===== src/rtl/color_sequencer_if.sv =====
// Control and colour-word bundle between the colour sequencer and its driver side.
interface color_sequencer_if;
    logic        enable;
    logic        mode;
    logic        step_up;
    logic        step_dn;
    logic [23:0] color;
    logic [2:0]  index;
    logic        fading;
    logic        wrap;

    modport master (
        output enable, mode, step_up, step_dn,
        input  color, index, fading, wrap
    );

    modport slave (
        input  enable, mode, step_up, step_dn,
        output color, index, fading, wrap
    );
endinterface


===== src/rtl/color_sequencer.sv =====
// Rainbow palette sequencer: timed auto-advance, manual stepping, hard cut or
// linear cross-fade between entries, feeding the RGB PWM driver.
module color_fade_lane (
    input  logic [7:0] src,
    input  logic [7:0] dst,
    input  logic [8:0] kp1,
    output logic [7:0] nxt
);
    logic signed [17:0] diff;
    logic signed [17:0] mul;
    logic signed [17:0] prod;

    // |diff * kp1| <= 255*256, so 18 signed bits hold it; >>> floors toward -inf
    assign diff = 18'($signed({1'b0, dst}) - $signed({1'b0, src}));
    assign mul  = $signed({9'b0, kp1});
    assign prod = diff * mul;
    assign nxt  = 8'($signed({10'b0, src}) + (prod >>> 8));
endmodule

module color_sequencer #(
    parameter int HOLD_CYCLES      = 25000000,
    parameter int FADE_STEP_CYCLES = 48828
) (
    input  logic              CLK,
    input  logic              RST_N,
    color_sequencer_if.slave  bus
);
    localparam int HW = (HOLD_CYCLES > 1) ? $clog2(HOLD_CYCLES) : 1;
    localparam int SW = (FADE_STEP_CYCLES > 1) ? $clog2(FADE_STEP_CYCLES) : 1;
    localparam int NUM_CH = 3;

    typedef enum logic {HOLD, FADE} state_t;

    state_t                     state_q, state_n;
    logic [2:0]                 index_q, index_n;
    logic [NUM_CH-1:0][7:0]     color_q, color_n;
    logic [NUM_CH-1:0][7:0]     src_q, src_n;
    logic [NUM_CH-1:0][7:0]     dst_col, fade_col;
    logic [8:0]                 k_q, k_n, kp1;
    logic [SW-1:0]              sc_q, sc_n;
    logic [HW-1:0]              hc_q, hc_n;
    logic                       wrap_q, wrap_n;

    logic       manual, start;
    logic [2:0] up_dst, dn_dst, dst;

    function automatic logic [23:0] pal(input logic [2:0] i);
        case (i)
            3'd0:    pal = 24'h9400D3;
            3'd1:    pal = 24'h4B0082;
            3'd2:    pal = 24'h0000FF;
            3'd3:    pal = 24'h00FF00;
            3'd4:    pal = 24'hFFFF00;
            3'd5:    pal = 24'hFF7F00;
            3'd6:    pal = 24'hFA1010;
            default: pal = 24'h9400D3;
        endcase
    endfunction

    assign dst_col = pal(index_q);
    assign kp1     = k_q + 9'd1;

    for (genvar g = 0; g < NUM_CH; g++) begin : g_lane
        color_fade_lane u_lane (
            .src (src_q[g]),
            .dst (dst_col[g]),
            .kp1 (kp1),
            .nxt (fade_col[g])
        );
    end

    assign manual = bus.step_up ^ bus.step_dn;
    assign up_dst = (index_q == 3'd6) ? 3'd0 : index_q + 3'd1;
    assign dn_dst = (index_q == 3'd0) ? 3'd6 : index_q - 3'd1;

    always_comb begin
        state_n = state_q;
        index_n = index_q;
        color_n = color_q;
        src_n   = src_q;
        k_n     = k_q;
        sc_n    = sc_q;
        hc_n    = hc_q;
        wrap_n  = 1'b0;
        start   = 1'b0;
        dst     = up_dst;

        // Manual steps win over both hold expiry and an in-progress fade step
        if (manual) begin
            start = 1'b1;
            dst   = bus.step_up ? up_dst : dn_dst;
        end else begin
            case (state_q)
                HOLD: begin
                    hc_n = hc_q + HW'(1);
                    if (hc_q == HW'(HOLD_CYCLES - 1))
                        start = 1'b1;
                end
                FADE: begin
                    sc_n = sc_q + SW'(1);
                    if (sc_q == SW'(FADE_STEP_CYCLES - 1)) begin
                        sc_n    = '0;
                        k_n     = kp1;
                        color_n = fade_col;
                        if (kp1 == 9'd256) begin
                            state_n = HOLD;
                            hc_n    = '0;
                        end
                    end
                end
                default: state_n = HOLD;
            endcase
        end

        if (start) begin
            index_n = dst;
            hc_n    = '0;
            wrap_n  = (index_q == 3'd6) && (dst == 3'd0);
            if (!bus.mode) begin
                color_n = pal(dst);
                state_n = HOLD;
            end else begin
                // Fade restarts from whatever is on the wire, not the old target
                src_n   = color_q;
                k_n     = '0;
                sc_n    = '0;
                state_n = FADE;
            end
        end
    end

    always_ff @(posedge CLK or negedge RST_N) begin
        if (!RST_N) begin
            state_q <= HOLD;
            index_q <= 3'd0;
            color_q <= 24'h9400D3;
            src_q   <= 24'h9400D3;
            k_q     <= '0;
            sc_q    <= '0;
            hc_q    <= '0;
            wrap_q  <= 1'b0;
        end else if (bus.enable) begin
            state_q <= state_n;
            index_q <= index_n;
            color_q <= color_n;
            src_q   <= src_n;
            k_q     <= k_n;
            sc_q    <= sc_n;
            hc_q    <= hc_n;
            wrap_q  <= wrap_n;
        end
    end

    assign bus.color  = color_q;
    assign bus.index  = index_q;
    assign bus.fading = (state_q == FADE);
    assign bus.wrap   = wrap_q;
endmodule


===== src/flat_wrapper.sv =====
// flat-port wrapper written by rule: the top's interface ports become plain ports
module color_sequencer_flat 
#(
    parameter int HOLD_CYCLES      = 25000000,
    parameter int FADE_STEP_CYCLES = 48828
)
  (CLK, RST_N, bus_enable, bus_mode, bus_step_up, bus_step_dn, bus_color, bus_index, bus_fading, bus_wrap);
  color_sequencer_if bus_i ();
  input  logic CLK;
  input  logic RST_N;
  input wire logic [$bits(bus_i.enable)-1:0] bus_enable;
  input wire logic [$bits(bus_i.mode)-1:0] bus_mode;
  input wire logic [$bits(bus_i.step_up)-1:0] bus_step_up;
  input wire logic [$bits(bus_i.step_dn)-1:0] bus_step_dn;
  output wire logic [$bits(bus_i.color)-1:0] bus_color;
  output wire logic [$bits(bus_i.index)-1:0] bus_index;
  output wire logic [$bits(bus_i.fading)-1:0] bus_fading;
  output wire logic [$bits(bus_i.wrap)-1:0] bus_wrap;
  assign bus_i.enable = bus_enable;
  assign bus_i.mode = bus_mode;
  assign bus_i.step_up = bus_step_up;
  assign bus_i.step_dn = bus_step_dn;
  assign bus_color = bus_i.color;
  assign bus_index = bus_i.index;
  assign bus_fading = bus_i.fading;
  assign bus_wrap = bus_i.wrap;
  color_sequencer #(.HOLD_CYCLES(HOLD_CYCLES), .FADE_STEP_CYCLES(FADE_STEP_CYCLES)) u_core (.CLK(CLK), .RST_N(RST_N), .bus(bus_i));
endmodule

===== config.mk =====
export PLATFORM = sky130hd
export DESIGN_NAME = color_sequencer_flat
export DESIGN_NICKNAME = d
export VERILOG_FILES = /design/src/rtl/color_sequencer_if.sv /design/src/rtl/color_sequencer.sv /design/src/flat_wrapper.sv
export SDC_FILE = /design/constraint.sdc
export NUM_CORES = 1
export LEC_CHECK = 0
export CAP_MARGIN = 5
export CORE_MARGIN = 2
export CORE_UTILIZATION = 54
export DETAILED_ROUTE_END_ITERATION = 7
export PLACE_DENSITY_LB_ADDON = 0.1
export SLEW_MARGIN = 10
export SYNTH_ARGS = -nofsm -noshare
export SYNTH_HDL_FRONTEND = slang
export SYNTH_SLANG_ARGS = --single-unit

===== constraint.sdc =====
create_clock -name CLK -period 8.43 [get_ports CLK]
set_input_delay 2.529 -clock CLK [delete_from_list [all_inputs] [get_ports CLK]]
set_output_delay 2.529 -clock CLK [all_outputs]
set_load 0.02 [all_outputs]

After elaboration in Yosys (flattened, before gate mapping)
Index checks and enable logic that the tools add are counted.
{"block": "word_totals", "out_inout_bits": 29, "reg_bits": 103, "inputBits": 6, "elab_cells": 89}
{"block": "op_classes", "n_mul": 3, "bitwise": 2, "add_sub_neg": 11, "muxes": 36, "n_reduce_logical": 7, "n_eq_ne": 18}
{"operator": "24-bit case mux with 6 select lines", "count": 2}
{"operator": "24-bit 2-to-1 mux", "count": 5}
{"operator": "25-bit 2-to-1 mux", "count": 4}
{"operator": "16-bit 2-to-1 mux", "count": 5}
{"operator": "25-bit case mux with 2 select lines", "count": 1}
{"operator": "9-bit by 10-bit multiplier with 16-bit output", "count": 3}
{"operator": "9-bit 2-to-1 mux", "count": 5}
{"operator": "8-bit by 8-bit subtractor with 9-bit output", "count": 3}
{"operator": "25-bit by 1-bit adder with 25-bit output (second input constant)", "count": 1}
{"operator": "25-bit equality test (second input constant)", "count": 1}
{"operator": "8-bit adder", "count": 3}
{"operator": "3-bit equality test (second input constant)", "count": 6}
{"operator": "16-bit by 1-bit adder with 16-bit output (second input constant)", "count": 1}
{"operator": "16-bit equality test (second input constant)", "count": 1}
{"operator": "3-bit by 2-bit equality test with 1-bit output (second input constant)", "count": 4}
{"operator": "3-bit 2-to-1 mux", "count": 4}
{"operator": "1-bit 2-to-1 mux", "count": 10}
{"operator": "9-bit by 1-bit adder with 9-bit output (second input constant)", "count": 1}
{"operator": "9-bit equality test (second input constant)", "count": 1}
{"operator": "3-bit by 1-bit equality test with 1-bit output (second input constant)", "count": 2}
{"operator": "3-bit zero test", "count": 2}
{"operator": "3-bit != test (second input constant)", "count": 2}
{"operator": "2-bit AND reduction", "count": 2}
{"operator": "4-bit AND reduction", "count": 1}
{"operator": "other kinds (7)", "count": 7}

Depth between registers and ports, before layout
{"block": "depth", "ltp_word": 10, "ltp_mapped": 37, "mapped_depth_nobuf": 37}

By module
A second synthesis with hierarchy kept.
{"block": "hier_totals", "hier_cells": 1621, "hier_area_um2": 14561.5}
{"mod": "color_sequencer", "n_inst": 1, "area_per_inst_um2": 5660.4, "seq_area_each_um2": 2597.5, "cells_each": 624}
{"mod": "color_fade_lane at u_core.g_lane[2].u_lane", "n_inst": 1, "area_per_inst_um2": 2999.1, "seq_area_each_um2": 0.0, "cells_each": 329}
{"mod": "color_fade_lane at u_core.g_lane[0].u_lane", "n_inst": 1, "area_per_inst_um2": 2970.3, "seq_area_each_um2": 0.0, "cells_each": 337}
{"mod": "color_fade_lane at u_core.g_lane[1].u_lane", "n_inst": 1, "area_per_inst_um2": 2931.6, "seq_area_each_um2": 0.0, "cells_each": 331}

Worst setup path after synthesis
Ideal clock, no wire load.
{"block": "synth_timing", "path_kind": "reg-to-reg", "from": "reg u_core.index_q[0] (netlist: u_core.bus.index[0])", "to": "reg u_core.color_q (netlist bit u_core.bus.color[7])", "setup_slack_ns": -0.043, "setup_ns": 0.077, "stages_incl_launch_ff": 35, "required_ns": 8.353, "t_arrival_ns": 8.396, "path_buffers": 0, "synth_period_minus_slack_ns": 8.473, "cell_sequence": "dfrtp_1 -> inv_1 -> ha_1 -> or4b_1 -> o21ai_2 -> a21o_1 -> ha_1 -> o211a_1 -> nor4_1 -> nor2_1 -> xnor2_1 -> nor2_1 -> fa_1 -> inv_1 -> fa_1 -> inv_1 -> fa_1 -> fa_1 -> inv_1 -> fa_1 -> inv_1 -> ha_1 -> nand2_1 -> o311ai_0 -> a41oi_1 -> nor2b_1 -> nor2_1 -> xnor2_1 -> ha_1 -> or3_1 -> o211ai_1 -> xnor2_1 -> xnor2_1 -> xnor3_1 -> a31oi_1"}
{"block": "synth_via", "elab_chain_cells": 10, "elab_cells_between_ends": 29, "cone_classes": "add/sub (4); mul (1); eq/ne (12); mux (11); reduce/logical (1)"}
{"element": "start: declaration", "line_no": "color_sequencer.sv:35", "rtl": "logic [2:0] index_q, index_n;"}
{"element": "start signal: assignment", "line_no": "color_sequencer.sv:144", "rtl": "index_q <= index_n;"}
{"element": "3-bit equality test, or another cell as far along", "line_no": "color_sequencer.sv:48, color_sequencer.sv:73"}
{"element": "24-bit case mux with 6 select lines", "line_no": "color_sequencer.sv:48", "rtl": "case (i)"}
{"element": "8-bit by 8-bit subtractor with 9-bit output", "line_no": "color_sequencer.sv:14", "rtl": "assign diff = 18'($signed({1'b0, dst}) - $signed({1'b0, src}));"}
{"element": "9-bit by 10-bit multiplier with 16-bit output", "line_no": "color_sequencer.sv:16", "rtl": "assign prod = diff * mul;"}
{"element": "8-bit adder", "line_no": "color_sequencer.sv:17", "rtl": "assign nxt = 8'($signed({10'b0, src}) + (prod >>> 8));"}
{"element": "24-bit 2-to-1 mux", "line_no": "color_sequencer.sv:101", "rtl": "if (sc_q == SW'(FADE_STEP_CYCLES - 1)) begin"}
{"element": "24-bit 2-to-1 mux", "line_no": "color_sequencer.sv:93", "rtl": "case (state_q)"}
{"element": "24-bit 2-to-1 mux", "line_no": "color_sequencer.sv:89", "rtl": "if (manual) begin"}
{"element": "24-bit 2-to-1 mux", "line_no": "color_sequencer.sv:119", "rtl": "if (!bus.mode) begin"}
{"element": "24-bit 2-to-1 mux *", "line_no": "color_sequencer.sv:115", "rtl": "if (start) begin"}
{"element": "end signal: assignment", "line_no": "color_sequencer.sv:145", "rtl": "color_q <= color_n;"}
{"element": "end: declaration", "line_no": "color_sequencer.sv:36", "rtl": "logic [NUM_CH-1:0][7:0] color_q, color_n;"}
Every way passes the cells marked *; elsewhere a longest branch is shown, timed or not.
A chain may end at the register's enable or synchronous reset.

Worst setup path in the final report
{"block": "layout_timing", "from": "reg u_core.index_q[0] (netlist: u_core.bus.index[0])", "to": "reg u_core.color_q (netlist bit u_core.bus.color[6])"}
The elaborated chain is that of the path after synthesis.

==> impl_metrics.json <==
{
  "critPathSlowestCell": "or4b_4",
  "wire_per_inst_um": 18.1,
  "rows": 59,
  "cpPeakStageDelay_ns": 0.56,
  "cp_num_buf_inv": 7,
  "clock_latency_ns": 0.35,
  "cts.clk_slew.worst_paths_ns": 0.08,
  "synth.distinct_cells": 72,
  "finalSetupTns_ns": 0,
  "grt_pass1_vias": 11800,
  "period_share": 0.968,
  "drv_cap": 0,
  "die_area_um2": 27500,
  "ys.flop_type": "dfrtp_1",
  "min_path_type": "flip-flop to flip-flop",
  "place_hpwl_mm": 29.6,
  "critPathCaptureType": "flip-flop",
  "fin_util": 0.627,
  "grt_pass1_wl_mm": 61.2,
  "pin_count": 35,
  "place_congestion": 0.882,
  "drt_wl_total_mm": 37.1,
  "layout.cells.non_filler": 2049,
  "synth_area_um2": 14100,
  "syn-num-nets": 1918,
  "critPathMaxFanout": 8,
  "synth_edf_count": 0,
  "grt_overflow": 0,
  "detail_route.vias_per_cell": 5.62,
  "vias": 11500,
  "synthSimpleGateAreaFrac": 0.178,
  "slew_headroom": 0.246,
  "clk_path_buf_depth": 2,
  "drive_above_1_share": 0.152,
  "cts_made_buffers": 9,
  "ant_nets": 0,
  "cp-start-kind": "flip-flop",
  "hold_violations": 0,
  "synth_top_area_frac": 0.217,
  "slew_viol_final": 0,
  "syn_to_final_growth_pct": 14.7,
  "dp.cells": 2021,
  "synth_warnings": 0,
  "max_clock_freq_ghz": 0.123,
  "synthArstFlopShare": 1.00,
  "drt_pre_antenna_iters": 6,
  "yosysMostFrequentCell": "inv_1",
  "start_util": 0.547,
  "path_class": "flip-flop to flip-flop",
  "grt_max_degree": 56,
  "muxShareOfSynthArea": 0.0228,
  "nNetsFinal": 2032,
  "tightest_slew_ns": 1.12,
  "die_x_um": 166,
  "ctsRootBufferMaster": "clkbuf_16",
  "coreArea_um2": 25800,
  "yosys-top-cells-area": "fa_1 22%, dfrtp_1 15%, ha_1 15%, inv_1 5.7%, nor2_1 5.5%",
  "critPathArrivalTime_ns": 8.44,
  "path_delay_family": "adder cells",
  "crit_required_ns": 8.71,
  "clock_sinks": 103,
  "syn_inst": 1595,
  "fin_worst_skew_ns": 0.00844,
  "die_y_um": 166,
  "synth_top_family_by_area": "adder cells",
  "drtIter0Drc": 857,
  "seq_area_frac_synth": 0.184,
  "synth_commonest_cells": "215 x inv_1, 206 x nor2_1, 164 x ha_1",
  "synthAdderAreaFrac": 0.362,
  "ctsHtreeMaxLevel": 3,
  "finalSetupViolCount": 0,
  "portBuffers": 34,
  "ys_ff_latch": 103,
  "cts_tree": "built",
  "synth-xor-area-share": 0.0699,
  "status": "completed",
  "antenna_found_initial": 0,
  "grt_usage": 0.277,
  "period_needed_ns": 8.16,
  "avgSynthCellArea_um2": 8.86,
  "drc_errors": 0,
  "synth_compound_area_frac": 0.111,
  "synth_top_area_cell": "fa_1",
  "antenna_cells": 0
}
[worst paths after layout]
| path | to | startpoint | slack [ns] | cells past startpoint |
|---|---|---|---|---|
| setup / recovery | u_core.bus.color[6] | u_core.bus.index[0] | 0.27 | 36 |
| hold / removal | u_core.src_q[6] | u_core.src_q[6] | 0.51 | 2 |
| setup reg to reg | u_core.bus.color[6] | u_core.bus.index[0] | 0.27 | 36 |
| hold reg to reg | u_core.src_q[6] | u_core.src_q[6] | 0.51 | 2 |
| max in group asynchronous | u_core.bus.color[14] | RST_N | 5.08 | 2 |
| min in group asynchronous | u_core.hc_q[12] | RST_N | 2.19 | 1 |
[registers in the layout, indices dropped and copies added, names as in the netlist]
signal             count
u_core.hc_q           25
u_core.bus.index       3
u_core.bus.wrap        1
u_core.src_q          24
u_core.bus.fading      1
u_core.sc_q           16
u_core.bus.color      24
u_core.k_q             9
[metrics by stage]
step | worst slack [ns] | area, um^2 | hold WS, ns
finish | 0.270 | 16200 | 0.510
global route | -0.0353 | 16200 | 0.540
CTS | 0.0106 | 15900 | 0.508
detailed placement | -0.110 | 15500 | 0.494
global placement | -0.0514 | 15500 | 0.489
floorplan | 0.00706 | 14100 | 0.455
[layout make-up]
class,instances,area (um^2)
multi-input combinational,1228,10800
inverter,215,811
sequential,103,2600
timing repair buffer,152,1230
clock inverter,6,61.3
fill,2255,9640
tap,335,419
clock buffer,10,239
[repair_timing]
action,in CTS,in global routing
resized for setup,12,71
buffers inserted,5,8
endpoints found under the setup margin,2,12
pin swaps,4,50
hold buffers,0,0
[worst register-to-register path: cells and delay by family, from the launching register on]
family	cells	cell delay [ns]
adder cells (fa/ha/maj)	9	3.43
AO/OA/AOI/OAI	11	1.81
AND/OR/NAND/NOR	6	1.08
buffers and inverters	7	0.88
XOR/XNOR	3	0.45
flip-flops	1	0.42
[cells in the final DEF, fill, tap and decap left out, types with 58 or more instances in the layout]
master / synthesis / routed
nor2_1: 206 / 201
ha_1: 164 / 156
dfrtp_1: 87 / 87
fa_1: 153 / 151
inv_1: 215 / 212
nand2b_1: 58 / 58
o21ai_0: 78 / 67
buf_4: 2 / 117
nand2_1: 117 / 115
xnor2_1: 71 / 66
[metal layers]
metal | share of wire | GRT usage | vias up
li1 | - | - | 5449
met1 | 0.45 | 0.391 | 5702
met2 | 0.48 | 0.466 | 313
met3 | 0.046 | 0.0186 | 54
met4 | 0.025 | 0.0726 | 0
met5 | 0 | 0 | -
[cell families after synthesis]
logic type | count (synthesis)
xor+xnor | 108
buf+inv | 264
compound gates | 244
flops | 103
simple gates | 530
mux | 29
fa+ha+maj | 317
Power is not shown: default switching activity piles up to over one toggle a cycle in this logic, so the estimate is an artifact.
==> patch: new RTL, same flow settings <==
Make the reset (`RST_N`) synchronous in one clocked block.
--- a/src/rtl/color_sequencer.sv
+++ b/src/rtl/color_sequencer.sv
@@ -129,7 +129,7 @@
         end
     end
 
-    always_ff @(posedge CLK or negedge RST_N) begin
+    always_ff @(posedge CLK) begin
         if (!RST_N) begin
             state_q <= HOLD;
             index_q <= 3'd0;
Behaviour: differs if RST_N is asserted again (counterexample within 4 cycles, from zero or initial values and one cycle with RST_N low); with RST_N held inactive, the same outputs for 4 cycles.
==> patch against the unedited design <==
  * Synthesized cell count grew 6.5%
  * Wire length grew 0.98%
  * Clock skew grew 0.0025 ns
  * Design area shrank 0.50%
  * Setup slack lost 0.19 ns
  * First-iteration DRC count shrank 12%
  * Synthesized area shrank 0.75%
  * Die area shrank 0.73%
  * Count of clock-buffer cells in the layout grew 1
  * Core utilization grew 0.94 points
  * Sequential cell count is the same
Power is left out: it rests on default switching activity, and per cell area and clock period it moved more than threefold.
==> patch: results (changes against the unedited design) <==
| Metric | Value |
|---|---|
| Final-layout clock-cell area share | `0.0182 (was 0.0185)` |
| Clock Skews | `0.0109 ns (was 0.00844 ns)` |
| Post-DP Area | `0.0154 sq mm (was 0.0155 sq mm)` |
| Top cells by count, synth | `nor2_1, inv_1, nand2_1 (was inv_1, nor2_1, ha_1)` |
| Vias in the first global route | `11800 (about the same)` |
| Vias per cell | `5.55 (was 5.62)` |
| Commonest non-fill, non-tap cell in the layout | `nor2_1 (was inv_1)` |
| Post-layout net count | `2135 (was 2032)` |
| Met2 Track Usage GR | `0.471 (was 0.466)` |
| Multi-input logic area | `0.0112 sq mm (was 0.0108 sq mm)` |
| Non-clock buffers, area share | `0.0827 (was 0.0760)` |
| GR Util met1 | `0.397 (was 0.391)` |
| Netlist cell types | `77 (was 72)` |
| # clk buffers | `11 (was 10)` |
| Drt pass-1 iters | `5 (was 6)` |
| RePlAce Congestion | `0.915 (was 0.882)` |
| Routed wl met2 | `17600 um (was 17800 um)` |
| Top cells by area, synth | `fa_1, dfxtp_1, ha_1 (was fa_1, dfrtp_1, ha_1)` |
| First-pass GRT wire length | `60500 um (was 61200 um)` |
| Ys flop type | `dfxtp_1 (was dfrtp_1)` |
| Status | `completed (unchanged)` |
| Total Routing Usage GR | `0.284 (was 0.277)` |
| Met1 wire length | `17100 um (was 16700 um)` |
| Syn Nets | `2021 (was 1918)` |
| Multi-input gate count | `1316 (was 1228)` |
| Number of signal-net buffers in the layout | `167 (was 152)` |
patch: worst paths after layout:
| check | from | to | slack, ns |
|---|---|---|---|
| worst max-delay path | u_core.bus.index[1] | u_core.bus.color[7] | 0.08 |
| worst min-delay path | u_core.bus.color[8] | u_core.src_q[8] | 0.50 |
| worst max register to register | u_core.bus.index[1] | u_core.bus.color[7] | 0.08 |
| worst min register to register | u_core.bus.color[8] | u_core.src_q[8] | 0.50 |
patch: worst reg2reg max path, delay by kind of cell, from the launching register on:
family	cells	cell delay (ns)
AOI/OAI and AO/OA	7	1.29
xor gates and xnor gates	5	0.84
adders and majority gates	9	3.55
buffers and inverters	9	0.67
DFF	1	0.38
and+or+nand+nor	11	1.52
patch: logic make-up (layout without fill, tap and decap cells):
family          count (synthesis)  in the layout  share of synthesized area
simple gates                  613            613                      0.206
mux                             8              8                    0.00589
buf+inv                       279            398                     0.0774
flops                         103            103                      0.147
compound gates                268            268                      0.127
xor+xnor                      110            110                     0.0722
fa+ha+maj                     317            317                      0.365
